$ cat src/rtl/adder_pkg.sv
// Shared types and elaboration helpers for the digit-serial adder/subtractor.
package adder_pkg;

  typedef enum logic [1:0] {
    IDLE = 2'd0,
    RUN  = 2'd1,
    DONE = 2'd2
  } adder_state_t;

  function automatic int num_digits(input int width, input int digit);
    return width / digit;
  endfunction

  // A single-digit configuration still needs a one-bit counter.
  function automatic int cnt_width(input int n);
    return (n <= 1) ? 1 : $clog2(n);
  endfunction

  // One full-adder cell: returns {carry, sum}.
  function automatic logic [1:0] full_add(input logic x, input logic y, input logic c);
    return {(x & y) | (c & (x ^ y)), x ^ y ^ c};
  endfunction

endpackage

$ cat src/rtl/digit_serial_adder_if.sv
// Request/result bundle between the ALU sequencer and the digit-serial adder.
interface digit_serial_adder_if #(parameter int WIDTH = 16);
  logic             start;
  logic             sub;
  logic             cin;
  logic [WIDTH-1:0] a;
  logic [WIDTH-1:0] b;
  logic             busy;
  logic             done;
  logic [WIDTH-1:0] sum;
  logic             cout;
  logic             ovf;
  logic             zero;

  modport master (output start, sub, cin, a, b,
                  input  busy, done, sum, cout, ovf, zero);
  modport slave  (input  start, sub, cin, a, b,
                  output busy, done, sum, cout, ovf, zero);
endinterface

$ cat src/rtl/digit_adder.sv
// Combinational ripple of full-adder cells for one digit; also exposes the carry into the digit MSB.
module digit_adder
  import adder_pkg::*;
#(
  parameter int DIGIT = 4
) (
  input  logic [DIGIT-1:0] a,
  input  logic [DIGIT-1:0] b,
  input  logic             ci,
  output logic [DIGIT-1:0] s,
  output logic             co,
  output logic             cmsb
);

  logic       cc;
  logic [1:0] fa;

  always_comb begin
    s    = '0;
    cmsb = 1'b0;
    cc   = ci;
    fa   = 2'b00;
    for (int i = 0; i < DIGIT; i++) begin
      if (i == DIGIT - 1) cmsb = cc;
      fa   = full_add(a[i], b[i], cc);
      s[i] = fa[0];
      cc   = fa[1];
    end
    co = cc;
  end

endmodule

$ cat src/rtl/digit_serial_adder.sv
// Multi-cycle adder/subtractor: DIGIT bits per clock, WIDTH/DIGIT cycles per operation.
module digit_serial_adder
  import adder_pkg::*;
#(
  parameter int WIDTH = 16,
  parameter int DIGIT = 4
) (
  input  logic                 clk,
  input  logic                 rst_n,
  digit_serial_adder_if.slave  bus
);

  localparam int N  = num_digits(WIDTH, DIGIT);
  localparam int CW = cnt_width(N);

  generate
    if ((DIGIT < 1) || (DIGIT > WIDTH) || (WIDTH % DIGIT != 0)) begin : g_bad_params
      $error("digit_serial_adder: WIDTH must be a positive multiple of DIGIT");
    end
  endgenerate

  adder_state_t         state;
  logic [CW-1:0]        cnt;
  logic [WIDTH-1:0]     sa;
  logic [WIDTH-1:0]     sb;
  logic [WIDTH-1:0]     sr;
  logic                 carry;
  logic [WIDTH-1:0]     sum_q;
  logic                 cout_q;
  logic                 ovf_q;
  logic                 zero_q;

  logic [DIGIT-1:0]     dsum;
  logic                 dco;
  logic                 dcm;
  logic [WIDTH+DIGIT-1:0] cat;
  logic [WIDTH-1:0]     sr_next;
  logic                 last;
  logic                 capture;

  digit_adder #(.DIGIT(DIGIT)) u_digit (
    .a    (sa[DIGIT-1:0]),
    .b    (sb[DIGIT-1:0]),
    .ci   (carry),
    .s    (dsum),
    .co   (dco),
    .cmsb (dcm)
  );

  // Digits enter the result register from the top, so after N shifts it is aligned.
  assign cat     = {dsum, sr};
  assign sr_next = WIDTH'(cat >> DIGIT);
  assign last    = (cnt == CW'(N - 1));
  assign capture = bus.start && ((state == IDLE) || (state == DONE));

  always_ff @(posedge clk or negedge rst_n) begin
    if (!rst_n) begin
      state  <= IDLE;
      cnt    <= '0;
      sa     <= '0;
      sb     <= '0;
      sr     <= '0;
      carry  <= 1'b0;
      sum_q  <= '0;
      cout_q <= 1'b0;
      ovf_q  <= 1'b0;
      zero_q <= 1'b0;
    end else begin
      case (state)
        IDLE, DONE: begin
          if (capture) begin
            sa    <= bus.a;
            sb    <= bus.b ^ {WIDTH{bus.sub}};
            carry <= bus.cin ^ bus.sub;
            cnt   <= '0;
            state <= RUN;
          end else begin
            state <= IDLE;
          end
        end
        RUN: begin
          sa    <= sa >> DIGIT;
          sb    <= sb >> DIGIT;
          sr    <= sr_next;
          carry <= dco;
          cnt   <= cnt + CW'(1);
          if (last) begin
            sum_q  <= sr_next;
            cout_q <= dco;
            ovf_q  <= dcm ^ dco;
            zero_q <= (sr_next == '0);
            state  <= DONE;
          end
        end
        default: state <= IDLE;
      endcase
    end
  end

  assign bus.busy = (state != IDLE);
  assign bus.done = (state == DONE);
  assign bus.sum  = sum_q;
  assign bus.cout = cout_q;
  assign bus.ovf  = ovf_q;
  assign bus.zero = zero_q;

endmodule
$ cat src/flat_wrapper.sv
// flat-port wrapper written by rule: the top's interface ports become plain ports
module digit_serial_adder_flat import adder_pkg::*;
#(
  parameter int WIDTH = 16,
  parameter int DIGIT = 4
)
  (clk, rst_n, bus_start, bus_sub, bus_cin, bus_a, bus_b, bus_busy, bus_done, bus_sum, bus_cout, bus_ovf, bus_zero);
  digit_serial_adder_if #(.WIDTH(WIDTH)) bus_i ();
  input  logic clk;
  input  logic rst_n;
  input wire logic [$bits(bus_i.start)-1:0] bus_start;
  input wire logic [$bits(bus_i.sub)-1:0] bus_sub;
  input wire logic [$bits(bus_i.cin)-1:0] bus_cin;
  input wire logic [$bits(bus_i.a)-1:0] bus_a;
  input wire logic [$bits(bus_i.b)-1:0] bus_b;
  output wire logic [$bits(bus_i.busy)-1:0] bus_busy;
  output wire logic [$bits(bus_i.done)-1:0] bus_done;
  output wire logic [$bits(bus_i.sum)-1:0] bus_sum;
  output wire logic [$bits(bus_i.cout)-1:0] bus_cout;
  output wire logic [$bits(bus_i.ovf)-1:0] bus_ovf;
  output wire logic [$bits(bus_i.zero)-1:0] bus_zero;
  assign bus_i.start = bus_start;
  assign bus_i.sub = bus_sub;
  assign bus_i.cin = bus_cin;
  assign bus_i.a = bus_a;
  assign bus_i.b = bus_b;
  assign bus_busy = bus_i.busy;
  assign bus_done = bus_i.done;
  assign bus_sum = bus_i.sum;
  assign bus_cout = bus_i.cout;
  assign bus_ovf = bus_i.ovf;
  assign bus_zero = bus_i.zero;
  digit_serial_adder #(.WIDTH(WIDTH), .DIGIT(DIGIT)) u_core (.clk(clk), .rst_n(rst_n), .bus(bus_i));
endmodule
$ cat config.mk
export PLATFORM = sky130hd
export DESIGN_NAME = digit_serial_adder_flat
export DESIGN_NICKNAME = d
export VERILOG_FILES = /design/src/rtl/adder_pkg.sv /design/src/rtl/digit_serial_adder_if.sv /design/src/rtl/digit_adder.sv /design/src/rtl/digit_serial_adder.sv /design/src/flat_wrapper.sv
export SDC_FILE = /design/constraint.sdc
export NUM_CORES = 1
export LEC_CHECK = 0
export CAP_MARGIN = 0
export CORE_MARGIN = 3
export CORE_UTILIZATION = 51
export DETAILED_ROUTE_END_ITERATION = 8
export PLACE_DENSITY = 0.81
export SYNTH_ARGS = -nofsm -noshare
export SYNTH_HDL_FRONTEND = slang
export SYNTH_SLANG_ARGS = --single-unit
$ cat constraint.sdc
create_clock -name clk -period 3.4 [get_ports clk]
set_input_delay 0.68 -clock clk [delete_from_list [all_inputs] [get_ports clk]]
set_output_delay 0.68 -clock clk [all_outputs]
set_load 0.005 [all_outputs]
==> results of run 1 <==
[cell type report]
| type | count | area, µm² | area share, % |
|---|---|---|---|
| Tap cell | 72 | 90.09 | 2.375 |
| Timing Repair Buffer | 61 | 608.1 | 16.03 |
| Clock inverter | 7 | 100.1 | 2.639 |
| Inverter | 8 | 30.03 | 0.7918 |
| Sequential cell | 68 | 1702 | 44.87 |
| Multi-Input combinational cell | 166 | 1139 | 30.02 |
| Clock buffer | 9 | 123.9 | 3.266 |
[per-layer routing]
metal,vias up,track usage [%]
li1,1011,-
met1,1003,25.45
met2,60,30.37
met3,8,7.375
met4,0,5.814
met5,-,0
[cell families after synthesis]
logic type / Yosys count
compound gates: 43
xor+xnor: 18
fa+ha+maj: 5
buf+inv: 26
flops: 68
mux: 14
simple gates: 86
[through the flow]
step                      std cells  cell area [µm²]  util [%]  setup slack (ns)
after floorplan                 260             2957         -            0.9879
after global placement          375             3568     64.02            0.9210
after detailed placement        375             3568     64.02            0.8451
after CTS                       391             3792     68.04            0.8423
after global routing            391             3792     68.04            0.6649
final                           391             3792     68.04            0.8309
[power by group through the flow]
stage	Sequential, mW	Combinational, mW	Clock [mW]
after global routing	1.46	1.56	0.794
after CTS	1.41	1.40	0.751
final	1.41	1.38	0.732
after detailed placement	1.43	1.39	0
after floorplan	1.37	0.931	0
after global placement	1.41	1.35	0
[synthesized netlist by cell type]
cell type  number
nand2b_1        2
nor2_1         13
buf_4           2
a22o_1          9
nor2b_1         3
or2_2           1
nand4_1         1
mux2_2         14
ha_1            1
clkbuf_1        4
nand2_1        47
inv_1           8
xor2_1          5
nor4_1          2
nand3b_2        1
nor4b_1         2
xnor2_1        13
o221ai_1        1
nand3_1        12
nor3_1          2
o21ai_0         9
buf_2          11
fa_1            4
dfrtp_1        68
a221o_1        14
buf_1           1
a22oi_1        10
[sequential cells by signal (all words and copies together) (netlist names)]
signal / cells
u_core.bus.sum: 16
u_core.sa: 16
u_core.sb: 16
u_core.sr: 12
u_core.cnt: 2
u_core.state: 2
u_core.bus.cout: 1
u_core.bus.ovf: 1
u_core.bus.zero: 1
u_core.carry: 1
[critical path, cell delays in order (launching register included)]
cell and delay (ns):
dfrtp_1 0.35, inv_1 0.06, fa_1 0.42, inv_1 0.09, fa_1 0.20, fa_1 0.21, inv_1 0.07, fa_1 0.57
nor4b_1 0.26, nand4_1 0.11, o21ai_0 0.15
[how the worst max path moves through the flow]
| stage | endpoint | depth (start not counted) |
|---|---|---|
| 2_1_floorplan | u_core.bus.zero | 10 |
| 3_3_place_gp | u_core.bus.zero | 10 |
| 3_5_place_dp | u_core.bus.zero | 10 |
| 4_1_cts | u_core.bus.zero | 10 |
| 5_1_grt | u_core.bus.zero | 10 |
| 6_report | u_core.bus.zero | 10 |
==> metrics.txt, run 1 <==
clock sink total 68; Lkg Pwr 1.717 nW; synthesized area around 3000 µm²; worst r2r path cells 10; post-synth cell types 27; r2r endpoint u_core.bus.zero; WHS approximately 0.40 ns; DP HPWL just over 4 mm; I/O pins 58; DRC viols 0; switching power ~1.2 mW; top-area cell type share of the netlist area a little under three fifths; Final min period ~2.6 ns; first-pass GRT wire length around 9.7 mm; final wirelength around 5.8 mm; most common cell after layout, fill and taps aside dfrtp_1; worst reg2reg path startpoint u_core.carry; GRT Total Usage ~19%; drt via density approximately 5.3; multiplexer share of the synthesized area roughly 5.3%; RSZ-0062 raised after global routing no; largest family of logic cells by synthesized area simple AND/OR/NAND/NOR gates; wl on met1 between 2 and 3 mm; Worst Skew ~0.0053 ns; filler instances between 400 and 500; Post-Route Setup TNS 0 ns; area delta synth->final 28.27%; vias in the first global route roughly 2.1k; Die ar. ~6700 µm²; IR drop worst, VDD 0.4106 mV; maximum buffer depth of the clock tree 2; xor and xnor area share after synthesis under 10%; sequential cell area fraction in the yosys report a little under three fifths; routed wl met3 about 320 µm; CTS tree done; leading cell types in the layout, fill and taps excluded dfrtp_1, clkdlybuf4s50_1, nand2_1; post-synthesis cell count 260; post-CTS sizing 0; actual slew at the worst max-slew pin around 1.0 ns; TritonRoute pass-1 iters 4; P_int between 2 and 2.5 mW; Layout Nets 356; met2 routed WL 2.868 mm; Synth area leader dfrtp_1; Crit path required time between 3 and 4 ns; crit end category flip-flop; Adder-Cell Fraction of Synth Area about 3.1%; Pwr Density ~930 nW/µm²; status finished, final reports clean; Peak Freq about 390 MHz; largest net degree at the start of global routing 39; Clk pwr share 20.8%; Hold Crit Class in2async; Reg clk slew, reported paths roughly 0.08 ns; critical path data arrival time roughly 2.8 ns; CP Class reg2reg; WL/cell 14.72 µm; part of the power in combinational logic 39.1%; GPL Wtd Cong 0.7938; n_diodes 0; Synth area leaders dfrtp_1, nand2_1, mux2_2, a221o_1, xnor2_1; synth warn 0; r2r setup slk just over 0.8 ns; DIE WIDTH approximately 80 µm; final setup fails 0; final global-route overflow total 0; flops & latches, synth just under 70; count of final hold-check violations 0; PortBufs between 50 and 60; Chip Height approximately 80 µm; CP Launch Type flip-flop; Crit. Startpoint u_core.carry; Placeable Area about 5600 µm²; max_cap viols 0; clk_lat worst skew between 0.3 and 0.4 ns; fin crit share between 70% and 80%; cts hold-fix bufs 0; Top Layer Used met4; share of layout cells above drive strength 1 11.91%; part of the power in registers 40.1%; Compound-Gate Fraction of Synth Area a little under an eighth; Starting Density about 53%; H-tree levels 3; worst-path maximum fanout 3; post-synthesis simple-gate area fraction around 13%; Syn Nets about 300; Slew HR approximately 32%; final max-slew violation count 0; Clock Root Buffer clkbuf_8; syn_area_per_cell roughly 11 µm²; switch share a little over a third; antenna violations before repair 0; total number of vias 2082; post-CTS setup buffers 0; CTS Buf Count 9; row count 27; DRT iter0 DRCs slightly below 70; Final ANT Viol Nets 0; Overall Power 3.528 mW
No activity file was read; power rests on OpenSTA's default activity.
==> run 2: changes to the inputs <==
--- a/config.mk
+++ b/config.mk
@@ -7,9 +7,9 @@
 export LEC_CHECK = 0
 export CAP_MARGIN = 0
 export CORE_MARGIN = 3
-export CORE_UTILIZATION = 51
+export CORE_UTILIZATION = 46
 export DETAILED_ROUTE_END_ITERATION = 8
-export PLACE_DENSITY = 0.81
+export PLACE_DENSITY = 0.77
 export SYNTH_ARGS = -nofsm -noshare
 export SYNTH_HDL_FRONTEND = slang
 export SYNTH_SLANG_ARGS = --single-unit
==> constraint.sdc (replaced) <==
create_clock -name clk -period 2.2 [get_ports clk]
set_input_delay 0.44 -clock clk [delete_from_list [all_inputs] [get_ports clk]]
set_output_delay 0.44 -clock clk [all_outputs]
set_load 0.005 [all_outputs]
==> run 2 against run 1 <==
The flow now finishes with violations (setup timing); global-route usage down 1.9 points; clock skew about the same; worst hold slack worse by 0.32 ns; critical endpoint is now u_core.bus.sum[15]; fmax up 9.1%; die area up 10%; wire length up 4.7%; count of clock-buffer cells in the layout up 1; first-iteration DRC count up 5.8%; core utilization down 3.9 points; sequential power up 57%.
==> metrics.txt, run 2 (synthesis results as in run 1) <==
status finished, violations left; violated checks setup timing; GPL Wtd Cong ~0.83; row count 28; critical path depth in cells 10; Slew HR 59.52%; clock sink total between 60 and 70; GRT Total Usage 17.60%; DP HPWL 4.288 mm; Placeable Area 6061 µm²; setup ws final -0.1548 ns; CP cell instances inv_2 -> fa_2 -> inv_2 -> fa_2 -> fa_2 -> inv_2 -> fa_1 -> buf_4 -> buf_6 -> o21ai_2; most common cell after layout, fill and taps aside dfrtp_1; maximum buffer depth of the clock tree 2; fin crit share 107.0%; WL/cell about 15 µm; Die ar. 7425 µm²; Peak Freq roughly 420 MHz; CP Class reg2reg; Overall Power between 5 and 6 mW; first-pass GRT wire length about 10 mm; Crit path largest cell delay about 0.43 ns; CP Launch Type flip-flop; Crit path max-delay family adder cells; leading cell types in the layout, fill and taps excluded dfrtp_1, clkdlybuf4s50_1, nand2_1; TritonRoute pass-1 iters 4; Lkg Pwr approximately 1.8 nW; final max-slew violation count 0; Final min period approximately 2.4 ns; DRC viols 0; clk_lat worst skew 0.34 ns; largest net degree at the start of global routing 33; antenna violations before repair 0; total number of vias 2196; count of final hold-check violations 0; share of layout cells above drive strength 1 between 10% and 20%; worst reg2reg path startpoint u_core.sb[0]; r2r setup slk -0.15 ns; crit end category flip-flop; DIE WIDTH roughly 86 µm; Starting Density between 40% and 50%; max_cap viols 0; Hold Crit Class in2async; Worst Skew approximately 0.0056 ns; Clock Root Buffer clkbuf_8; critical path data arrival time between 2 and 3 ns; Reg clk slew, reported paths roughly 0.070 ns; Buffers & Inverters on Critical Path 5; r2r endpoint u_core.bus.sum[15]; CTS Buf Count 9; final global-route overflow total 0; n_diodes 0; Post-Route Setup TNS -0.4062 ns; Chip Height approximately 86 µm; Crit. Startpoint u_core.sb[0]; CP max-delay cell fa_1; Place WS -0.1165 ns; worst-path maximum fanout 2; drt via density 5.422; IR drop worst, VDD roughly 0.73 mV; H-tree levels 3; final wirelength between 6 and 7 mm; Final ANT Viol Nets 0; Pwr Density between 1000 and 1500 nW/µm²; WHS a little under 0.08 ns; area delta synth->final 31.57%; I/O pins 58; actual slew at the worst max-slew pin 0.6039 ns; Setup crit end u_core.bus.sum[15]; CTS tree done; final setup fails 3; vias in the first global route between 2k and 2.5k; Crit path required time between 2 and 2.5 ns; PortBufs 57; final core occ 64.18%; worst r2r path cells 10; RSZ-0062 raised after global routing yes; DRT iter0 DRCs 73; Layout Nets about 370
-- run 2: changes by cell type in the layout (fill, tap and decap cells not counted), moves of 2 or more --
cell	delta
buf_4	+10
inv_1	-5
inv_2	+5
fa_1	-3
fa_2	+3
o21ai_0	-3
clkinv_2	+2
o21ai_2	+2
-- run 2: through the flow --
step / instances / area, µm²
2_1_floorplan: 260 / 2970
3_3_place_gp: 388 / 3661
3_5_place_dp: 388 / 3661
4_1_cts: 404 / 3871
5_1_grt: 405 / 3890
6_report: 405 / 3890
-- run 2: layout make-up --
class | count | area [µm²]
multi-input combinational | 166 | 1169
timing repair buffer | 72 | 694.4
clock buffer | 10 | 137.6
tap | 75 | 93.84
sequential | 68 | 1702
fill | 489 | 2171
inverter | 8 | 30.03
clock inverter | 6 | 63.81
-- run 2: repair_timing --
action,in CTS,in global routing
gates resized for setup,3,4
pin swaps,1,0
setup endpoints to repair,3,4
hold buffers,0,0
buffers inserted,0,1
-- run 2: report_power, final --
part	switching [mW]	leakage, nW	internal [mW]
Clock	0.479	0.0983	0.552
Sequential	0.390	0.858	1.82
Combinational	1.13	0.814	1.34
Total	2.00	1.77	3.71
-- run 2: how the worst min path moves through the flow --
| stage | startpoint | endpoint | slack (ns) |
|---|---|---|---|
| after floorplan | rst_n | u_core.bus.cout | 0.14 |
| after global placement | rst_n | u_core.bus.sum[13] | 0.46 |
| after detailed placement | rst_n | u_core.bus.sum[12] | 0.46 |
| after CTS | rst_n | u_core.bus.sum[7] | 0.09 |
| after global routing | rst_n | u_core.bus.sum[12] | 0.12 |
| final | rst_n | u_core.bus.sum[12] | 0.08 |
-- run 2: worst reg2reg max path: cells and delay by family (launching register included) --
family,cells,cell delay [ns]
fa+ha+maj,4,1.32
compound gates,1,0.12
flops,1,0.39
buf+inv,5,0.43
-- run 2: layer usage --
layer  part of all wire (%)  global-route usage [%]  vias to the layer above
li1                       -                       -                     1030
met1                     43                   23.19                     1085
met2                     50                   28.94                       71
met3                    5.6                   3.612                       10
met4                    1.5                   6.516                        0
met5                      0                       0                        -
==> run 3: changes to the inputs <==
--- a/config.mk
+++ b/config.mk
@@ -9,7 +9,7 @@
 export CORE_MARGIN = 3
 export CORE_UTILIZATION = 46
 export DETAILED_ROUTE_END_ITERATION = 8
-export PLACE_DENSITY = 0.77
+export PLACE_DENSITY = 0.75
 export SYNTH_ARGS = -nofsm -noshare
 export SYNTH_HDL_FRONTEND = slang
 export SYNTH_SLANG_ARGS = --single-unit
==> run 3 against run 2 <==
The run still ends with setup timing left; cell area decreased by 0.51%; flip-flop and latch count is the same; register-to-register slack better by 0.04 ns; first-iteration DRC count up 55%; largest cell class unchanged; highest routed layer unchanged.
==> metrics.txt, run 3 (synthesis results as in run 1) <==
Final min period around 2.3 ns; Peak Freq 431.7 MHz; DRC viols 0; final core occ a little under two thirds; n_diodes 0; most numerous cell on the critical path fa_2; crit end category flip-flop; CP max-delay cell fa_2; max_cap viols 0; r2r endpoint u_core.bus.zero; most common cell after layout, fill and taps aside dfrtp_1; Hold Crit Class in2async; Overall Power 5.596 mW; worst r2r path cells 10; critical path data arrival time about 2.6 ns; CTS tree done; Final ANT Viol Nets 0; GPL Wtd Cong ~0.83; violated checks setup timing; IR drop worst, VDD 0.7799 mV; DP HPWL between 4 and 5 mm; CP Launch Type flip-flop; fin area approximately 3900 µm²; WL/cell 14.89 µm; CTS Buf Count 9; total number of vias between 2k and 2.5k; Area after DPL 3654 µm²; status finished, violations left; Layout Nets about 370; Starting Density 48.78%; worst reg2reg path startpoint u_core.sb[0]; fin crit share 105.3%; setup ws final -0.1163 ns; filler instances 478; Reg clk slew, reported paths about 0.070 ns; Placeable Area around 6100 µm²; Die ar. about 7400 µm²; Crit path largest cell delay approximately 0.53 ns; share of layout cells above drive strength 1 between 15 and 20%; vias in the first global route 2054; TritonRoute pass-1 iters 6; final wirelength between 6 and 7 mm; Clock Root Buffer clkbuf_8; final setup fails 2; Chip Height between 80 and 90 µm; I/O pins between 50 and 60; area delta synth->final 30.89%; maximum buffer depth of the clock tree 2; clk_lat worst skew between 0.3 and 0.4 ns; count of final hold-check violations 0; Worst Skew between 0.006 and 0.007 ns; actual slew at the worst max-slew pin 0.6646 ns; Post-Route Setup TNS -0.1773 ns; GRT Total Usage between 10% and 20%; antenna violations before repair 0; first-pass GRT wire length 9.949 mm; r2r setup slk -0.12 ns; worst-path maximum fanout 2; H-tree levels 3; clock sink total between 60 and 70; DIE WIDTH about 86 µm; final global-route overflow total 0; cts hold-fix bufs 0; CP cell instances inv_2 -> fa_2 -> inv_2 -> fa_2 -> fa_2 -> inv_2 -> fa_2 -> nor4b_2 -> nand4_1 -> o21ai_1; row count 28; PortBufs 57; leading cell types in the layout, fill and taps excluded dfrtp_1, clkdlybuf4s50_1, nand2_1; Crit path required time ~2.5 ns; RSZ-0062 raised after global routing yes; drt via density around 5.3; Pwr Density roughly 1400 nW/µm²; final max-slew violation count 0; CP Class reg2reg; Lkg Pwr roughly 1.8 nW; Slew HR about 56%; largest net degree at the start of global routing 41; DRT iter0 DRCs 113
[run 3: changes by cell type in the layout (fill, tap and decap cells not counted)]
cell        before  now
clkinv_4         1    0
o21ai_2          2    1
clkinvlp_4       2    1
clkbuf_8        10   11
clkbuf_1         0    1
nor4b_2          0    1
nor4b_4          1    0
fa_2             3    4
o21ai_0          6    7
fa_1             1    0
buf_6            1    0
[run 3: cell type report]
type	count	area [µm²]	share of cell area, %
inverters	8	30.03	0.7759
well taps	75	93.84	2.425
clock buffers	12	155.1	4.009
flip-flops and latches	68	1702	43.97
repair buffers	71	683.2	17.65
clock inverters	4	47.55	1.229
multi-input cells	166	1159	29.94
[run 3: worst max-delay path: cells and delay by family (launching register included)]
kind                     cells  cell delay [ns]
AO/OA/AOI/OAI                1             0.12
flip-flops                   1             0.36
buffers and inverters        3             0.15
adder cells (fa/ha/maj)      4             1.30
AND/OR/NAND/NOR              2             0.30
[run 3: timing repair]
action                     CTS  global route
pin swaps                    2             0
cloned                       0             0
setup endpoints to repair    3             4
setup buffers                1             0
hold endpoints to repair     0             0
gates resized for setup      2             2
[run 3: how the worst max path moves through the flow]
stage / start / end / slack [ns]
detailed placement: u_core.sa[0] / u_core.bus.zero / -0.11
floorplan: u_core.sb[0] / u_core.bus.zero / -0.01
global placement: u_core.sb[0] / u_core.bus.zero / -0.06
finish: u_core.sb[0] / u_core.bus.zero / -0.12
CTS: u_core.sb[0] / u_core.bus.zero / -0.12
global route: u_core.sb[0] / u_core.bus.zero / -0.22
[run 3: where the power goes]
group	leakage [nW]	switching [mW]	internal, mW
Combinational	0.801	1.10	1.26
Clock	0.102	0.442	0.581
Sequential	0.858	0.396	1.82
Total	1.76	1.94	3.66
[run 3: metal layers]
layer	up-vias	routed length, µm	GRT usage (%)
li1	1025	-	-
met1	1029	2635	22.42
met2	65	2934	27.75
met3	7	348	5.513
met4	0	95	6.516
met5	-	0	0
[run 3: metrics by stage]
step	instances	setup slack (ns)	hold slack, ns
after global routing	404	-0.2219	0.1633
final	404	-0.1163	0.1340
after detailed placement	387	-0.1067	0.4729
after CTS	404	-0.1220	0.1342
after global placement	387	-0.05896	0.4669
after floorplan	260	-0.01448	0.1444
